==> src/rtl/adder_core.sv <==
// Registered WIDTH-bit adder/subtractor built from 4-bit carry-lookahead groups.
// The result and its carry/overflow/zero flags are registered with one cycle of latency.
module adder_core #(
    parameter int WIDTH = 8
) (
    input  logic             clk,
    input  logic             rst_n,
    input  logic             in_valid,
    input  logic [WIDTH-1:0] a,
    input  logic [WIDTH-1:0] b,
    input  logic             sub,
    output logic [WIDTH-1:0] out,
    output logic             out_valid,
    output logic             carry_out,
    output logic             overflow,
    output logic             zero
);

    localparam int NGRP = WIDTH / 4;

    logic [WIDTH-1:0] b_eff_s;
    logic [WIDTH-1:0] g_s;
    logic [WIDTH-1:0] p_s;
    logic [WIDTH-1:0] c_s;
    logic [WIDTH-1:0] sum_s;
    logic [NGRP-1:0]  grp_g_s;
    logic [NGRP-1:0]  grp_p_s;
    logic [NGRP:0]    grp_c_s;
    logic [5:0]       cla_s;
    logic             term_s;
    logic             acc_s;
    logic             ovf_s;

    // One 4-bit lookahead group: returns {group G, group P, carry into bits 3..0}.
    function automatic logic [5:0] cla4(input logic [3:0] g, input logic [3:0] p, input logic cin);
        logic [3:0] c;
        logic       gg;
        logic       pp;
        c[0] = cin;
        c[1] = g[0] | (p[0] & cin);
        c[2] = g[1] | (p[1] & g[0]) | (p[1] & p[0] & cin);
        c[3] = g[2] | (p[2] & g[1]) | (p[2] & p[1] & g[0]) | (p[2] & p[1] & p[0] & cin);
        gg   = g[3] | (p[3] & g[2]) | (p[3] & p[2] & g[1]) | (p[3] & p[2] & p[1] & g[0]);
        pp   = &p;
        return {gg, pp, c};
    endfunction

    // Combinational CLA: bit g/p, group G/P, flat group lookahead, then per-bit carries and sum.
    always_comb begin
        b_eff_s = sub ? ~b : b;
        g_s     = a & b_eff_s;
        p_s     = a ^ b_eff_s;
        grp_g_s = {NGRP{1'b0}};
        grp_p_s = {NGRP{1'b0}};
        grp_c_s = {(NGRP + 1){1'b0}};
        c_s     = {WIDTH{1'b0}};
        cla_s   = 6'd0;
        term_s  = 1'b0;
        acc_s   = 1'b0;

        // Group G/P are independent of the group carry-in.
        for (int i = 0; i < NGRP; i++) begin
            cla_s      = cla4(g_s[4*i +: 4], p_s[4*i +: 4], 1'b0);
            grp_g_s[i] = cla_s[5];
            grp_p_s[i] = cla_s[4];
        end

        // Each group carry is a sum of products of earlier G/P and cin, not a chain.
        for (int k = 0; k <= NGRP; k++) begin
            term_s = sub;
            for (int m = 0; m < k; m++) begin
                term_s = term_s & grp_p_s[m];
            end
            acc_s = term_s;
            for (int j = 0; j < k; j++) begin
                term_s = grp_g_s[j];
                for (int m = j + 1; m < k; m++) begin
                    term_s = term_s & grp_p_s[m];
                end
                acc_s = acc_s | term_s;
            end
            grp_c_s[k] = acc_s;
        end

        for (int i = 0; i < NGRP; i++) begin
            cla_s          = cla4(g_s[4*i +: 4], p_s[4*i +: 4], grp_c_s[i]);
            c_s[4*i +: 4]  = cla_s[3:0];
        end

        sum_s = p_s ^ c_s;
        ovf_s = (a[WIDTH-1] == b_eff_s[WIDTH-1]) && (sum_s[WIDTH-1] != a[WIDTH-1]);
    end

    // Output registers: reset wins, a valid operation loads, otherwise hold with out_valid low.
    always_ff @(posedge clk) begin
        if (!rst_n) begin
            out       <= {WIDTH{1'b0}};
            out_valid <= 1'b0;
            carry_out <= 1'b0;
            overflow  <= 1'b0;
            zero      <= 1'b1;
        end else if (in_valid) begin
            out       <= sum_s;
            out_valid <= 1'b1;
            carry_out <= grp_c_s[NGRP];
            overflow  <= ovf_s;
            zero      <= (sum_s == {WIDTH{1'b0}});
        end else begin
            out_valid <= 1'b0;
        end
    end

endmodule

==> config.mk <==
export PLATFORM = sky130hd
export DESIGN_NAME = adder_core
export DESIGN_NICKNAME = d
export VERILOG_FILES = /design/src/rtl/adder_core.sv
export SDC_FILE = /design/constraint.sdc
export NUM_CORES = 1
export LEC_CHECK = 0
export BUFFER_PORTS_ARGS = -buffer_cell sky130_fd_sc_hd__buf_2
export CELL_PAD_IN_SITES_DETAIL_PLACEMENT = 2
export CELL_PAD_IN_SITES_GLOBAL_PLACEMENT = 2
export CORE_ASPECT_RATIO = 1.1
export CORE_MARGIN = 2
export CORE_UTILIZATION = 28
export CTS_CLUSTER_SIZE = 40
export DETAILED_ROUTE_END_ITERATION = 16
export MAX_ROUTING_LAYER = met4
export PLACE_DENSITY_LB_ADDON = 0.1
export SLEW_MARGIN = 25
export SYNTH_ARGS = -nofsm -noshare
export SYNTH_HDL_FRONTEND = slang
export SYNTH_SLANG_ARGS = --single-unit
==> constraint.sdc <==
create_clock -name clk -period 3.4 [get_ports clk]
set_clock_uncertainty 0.15 [all_clocks]
set_input_delay 0.17 -clock clk [delete_from_list [all_inputs] [get_ports clk]]
set_output_delay 0.17 -clock clk [all_outputs]
set_load 0.05 [all_outputs]
# --- Word-level counts from Yosys, hierarchy flattened ---
# Index checks and enable logic that the tools add are counted.
classes:
  eq_ne: 2
  n_mux: 2
  bitwise_logic: 56
  reduce_logical: 4
op_table:
  columns: ["cell", "count"]
  rows:
  - ["$and A1 B1 Y1", 31]
  - ["$or A1 B1 Y1", 21]
  - ["$xor A8 B8 Y8", 2]
  - ["$and A8 B8 Y8", 1]
  - ["$logic_not A8 Y1", 1]
  - ["$mux W8", 1]
  - ["$not A8 Y8", 1]
  - ["$reduce_and A4 Y1", 2]
  - ["$eq A1 B1 Y1", 1]
  - ["$logic_and A1 B1 Y1", 1]
  - ["$mux W1", 1]
  - ["$ne A1 B1 Y1", 1]
totals:
  register_bits: 12
  in_bits: 20
  out_inout_bits: 12
  elab_cells: 69

# --- Longest topological paths before layout ---
depth:
  depth_word: 13
  depth_mapped: 10
  depth_no_buf: 9

# --- Worst setup path before layout ---
# Ideal clock, no wire load.
synth_timing:
  path_kind: "input -> register"
  from: "input sub"
  to: "register zero"
  setup_time_ns: 0.122
  arrival_ns: 2.145
  t_required_ns: 3.128
  setup_slack_ns: 0.983
  path_stages: 10
  path_buffers: 1
  cell_sequence: "buf_6 xor2_1 ha_1 a21o_1 nand4_1 and2_2 fa_1 xnor2_1 nor4_1 a311o_1"
synth_via:
  elab_chain_len: 11
  word_cells_on_any_way: 46
  cone_classes: "1 x mux; 43 x bitwise; 2 x reduce/logical"
synth_rtl:
  columns: ["element", "line", "text"]
  rows:
  - ["start: declaration", "11", "input logic sub,"]
  - ["$mux W8", "50", "b_eff_s = sub ? ~b : b;"]
  - ["$xor A8 B8 Y8 or $and A8 B8 Y8 (tied branches)", "52, 51", null]
  - ["$and A1 B1 Y1", null, null]
  - ["$or A1 B1 Y1 or $and A1 B1 Y1 (tied branches) (2 in a row)", null, null]
  - ["$or A1 B1 Y1", "43", "gg = g[3] | (p[3] & g[2]) | (p[3] & p[2] & g[1]) | (p[3] & p[2] & p[1] & g[0]);"]
  - ["$or A1 B1 Y1", "80", "acc_s = acc_s | term_s;"]
  - ["$and A1 B1 Y1 (on tied branches)", "40, 41, 42", null]
  - ["$or A1 B1 Y1 (on tied branches)", "40, 41, 42", null]
  - ["$xor A8 B8 Y8 (*)", "90", "sum_s = p_s ^ c_s;"]
  - ["$logic_not A8 Y1 (*)", "107", "zero <= (sum_s == {WIDTH{1'b0}});"]
  - ["end signal: assignment", "107", null]
  - ["end: declaration", "16", "output logic zero"]
# Mark *: on every way between the ends. The rest lies on a longest branch, timed or not.
# A chain may end at the register's enable or synchronous reset.

# --- Final worst setup path ---
# Same ends and word-level chain as after synthesis.

==> results.sh <==
export IMPL_status="completed"
export IMPL_die_height_um=63.7
export IMPL_grt_antenna_before_repair=0
export IMPL_fin_crit_sh_pct=71.3
export IMPL_hold_viol=0
export IMPL_gp_congestion=0.798
export IMPL_synthTopCellsByArea="dfxtp_1 27%, ha_1 11%, xor2_1 8.7%, mux2i_1 6.6%, xnor2_1 5.8%"
export IMPL_grt_pass1_wl_mm=3.96
export IMPL_slew_headroom_pct=76.7
export IMPL_wl_per_cell_um=14.3
export IMPL_drv_slew=0
export IMPL_portBuffers=31
export IMPL_cp_max_fo=11
export IMPL_dp_cells=160
export IMPL_slowest_delay_ns=0.47
export IMPL_fin_crit_ns=2.42
export IMPL_drt_wl_total_mm=2.34
export IMPL_fill_cells=366
export IMPL_path_class="in2reg"
export IMPL_multi_input_area_sq_um=614
export IMPL_overflow=0
export IMPL_worstMarginPinSlew_ns=0.350
export IMPL_worst_path_max_delay_cell="fa_1"
export IMPL_dp_hpwl_mm=1.96
export IMPL_syn_to_final_growth_pct=22.2
export IMPL_min_path_type="in2reg"
export IMPL_fin_util_pct=36.0
export IMPL_synth_area_sq_um=906
export IMPL_avgSynthCellArea_sq_um=9.06
export IMPL_synth_seq_cells=12
export IMPL_p_seq_share_pct=31.5
export IMPL_ctsResizeCount=0
export IMPL_rr_endpoint="zero"
export IMPL_cts_tree="done"
export IMPL_clockPowerShare_pct=22.8
export IMPL_cts_buffers_inserted=3
export IMPL_drive_above_1_share_pct=30.8
export IMPL_grt_pass1_vias=884
export IMPL_start_kind="input port"
export IMPL_first_pass_iters=2
export IMPL_yosysTopAreaCell="dfxtp_1"
export IMPL_cap_violations=0
export IMPL_use_met1_pct=16.1
export IMPL_rr_startpoint="zero"
export IMPL_cts_root_buf="clkbuf_4"
export IMPL_yosysMostFrequentCell="dfxtp_1"
export IMPL_core_area_sq_um=3070
export IMPL_cts_sinks=12
export IMPL_insertedDiodeCount=0
export IMPL_hold_path_end="overflow"
export IMPL_p_int_uw=307
export IMPL_crit_family="adder cells"
export IMPL_synthCells=100
export IMPL_die_x_um=58.2
export IMPL_crit_arrival_ns=2.50
export IMPL_switchingPower_uw=212
export IMPL_path_cells="buf_2 > xor2_1 > ha_1 > a21o_1 > nand4_1 > and2_2 > fa_1 > nand2_1 > nor4_1 > a311o_1"
export IMPL_switching_share_pct=40.9
export IMPL_ys_top_cells_by_count="12 x dfxtp_1, 9 x xor2_1, 8 x ha_1, 7 x nor2_1"
export IMPL_setup_violations=0
export IMPL_htree_levels=1
export IMPL_clk_latency_ns=0.28
export IMPL_register_area_sq_um=240
export IMPL_async_flop_share_pct=0
export IMPL_grt_usage_pct=14.7
export IMPL_yosys_warnings=0
export IMPL_max_clock_freq_ghz=0.413
export IMPL_initial_core_util_pct=29.5
export IMPL_drc=0
export IMPL_p_leak_uw=0.000527
export IMPL_finalNetCount=160
export IMPL_clockBufferDepth=2
export IMPL_peakVddDrop_uv=216
export IMPL_holdBufCountCts=0
export IMPL_ant_nets=0
export IMPL_dieArea_sq_um=3710
export IMPL_use_met2_pct=24.4
export IMPL_io_pins=32
export IMPL_ff2ff_setup_slack_ns=2.39
export IMPL_end_kind="flip-flop"
export IMPL_synth_seq_area_share_pct=26.5
export IMPL_row_count=21
export IMPL_grt_max_degree=20
export IMPL_ys_types=36
export IMPL_synth_nets=129
export IMPL_synth_ff_type="dfxtp_1"
export IMPL_crit_required_ns=3.48
export IMPL_vias_per_cell=5.25
export IMPL_power_density_nw_per_um2=469
export IMPL_combPwrFrac_pct=45.8
export IMPL_r2r_cells=2
export IMPL_dr_first_iter_drc_count=7
export IMPL_grt_busiest_layer="met2"
export IMPL_rsz0062_at_grt="false"
export IMPL_layoutNonFillerInstCount=164
export IMPL_vias=861
export IMPL_cts_setup_buffers=0
export IMPL_synth_top_cell_area_share_pct=26.5
export IMPL_whs_path_depth=3
export IMPL_tns_ns=0
export IMPL_synth_edf_count=0
export IMPL_clk_pin_slew_worst_paths_ns=0.08
export IMPL_use_met3_pct=3.29
export IMPL_path_buf_inv=1
export IMPL_hold_path_startpoint="a[7]"
==> layout make-up <==
cell class                 count  area share, %
inverter                       5           1.69
sequential                    12           21.7
multi-input combinational     78           55.5
tap                           34           3.84
clock buffer                   4           3.28
timing repair buffer          31           14.0
==> cells by family after synthesis <==
family	synth area share (%)
compound gates	19.2
xor+xnor	14.5
fa+ha+maj	13.3
buf+inv	5.66
flops	26.5
mux	6.63
simple gates	14.2
==> placed cells by master (no fill, tap or decap), types with 2 or more instances in the layout <==
master | synthesis | layout
o21ai_1 | 3 | 3
dfxtp_1 | 12 | 12
ha_1 | 8 | 8
xnor2_1 | 6 | 6
o311ai_1 | 2 | 2
inv_1 | 5 | 5
a21oi_1 | 2 | 2
nor2b_1 | 2 | 2
o21a_1 | 2 | 2
mux2i_1 | 6 | 6
nand2_1 | 4 | 4
nor2_1 | 7 | 7
a21oi_2 | 3 | 3
nand3b_1 | 3 | 3
clkbuf_4 | 0 | 3
nand4_1 | 2 | 2
buf_2 | 2 | 31
o21ai_0 | 3 | 3
a21o_1 | 2 | 2
xor2_1 | 9 | 9
==> flip-flops by register name (all words and copies together), names as in the netlist <==
name,cells
carry_out,1
out,8
out_valid,1
overflow,1
zero,1
==> per-layer routing <==
| metal | vias to the layer above | routed length [um] |
|---|---|---|
| met3 | 5 | 123 |
| li1 | 416 | - |
| met4 | 0 | 59 |
| met2 | 24 | 1170 |
| met1 | 416 | 986 |
| met5 | - | 0 |
==> power groups by stage <==
stage          clock network [uW]  registers [uW]  logic (uW)
3_3_place_gp                    0             167         238
5_1_grt                       133             166         261
6_report                      118             163         238
3_5_place_dp                    0             167         242
2_1_floorplan                   0             223         130
4_1_cts                       125             164         243
==> worst reg2reg max path: stages (launching register included) <==
cell	delay [ns]
dfxtp_1	0.31
nor2b_1	0.12
a311o_1	0.32
==> per-stage QoR <==
step | setup WS [ns] | hold slack (ns) | instance area, sq um | power, uW
2_1_floorplan | 0.983 | 0.211 | 906 | 353
3_3_place_gp | 0.750 | 0.319 | 1070 | 405
3_5_place_dp | 0.650 | 0.342 | 1070 | 409
4_1_cts | 0.954 | 0.0481 | 1110 | 532
5_1_grt | 0.797 | 0.0773 | 1110 | 560
6_report | 0.977 | 0.0550 | 1110 | 519
==> worst max-delay path by stage <==
stage,from,endpoint,slack (ns),cells past startpoint
2_1_floorplan,sub,zero,0.98,10
3_3_place_gp,sub,zero,0.75,10
3_5_place_dp,sub,zero,0.65,9
4_1_cts,sub,zero,0.95,9
5_1_grt,sub,zero,0.80,9
6_report,sub,zero,0.98,10
(Power assumes the default switching activity.)
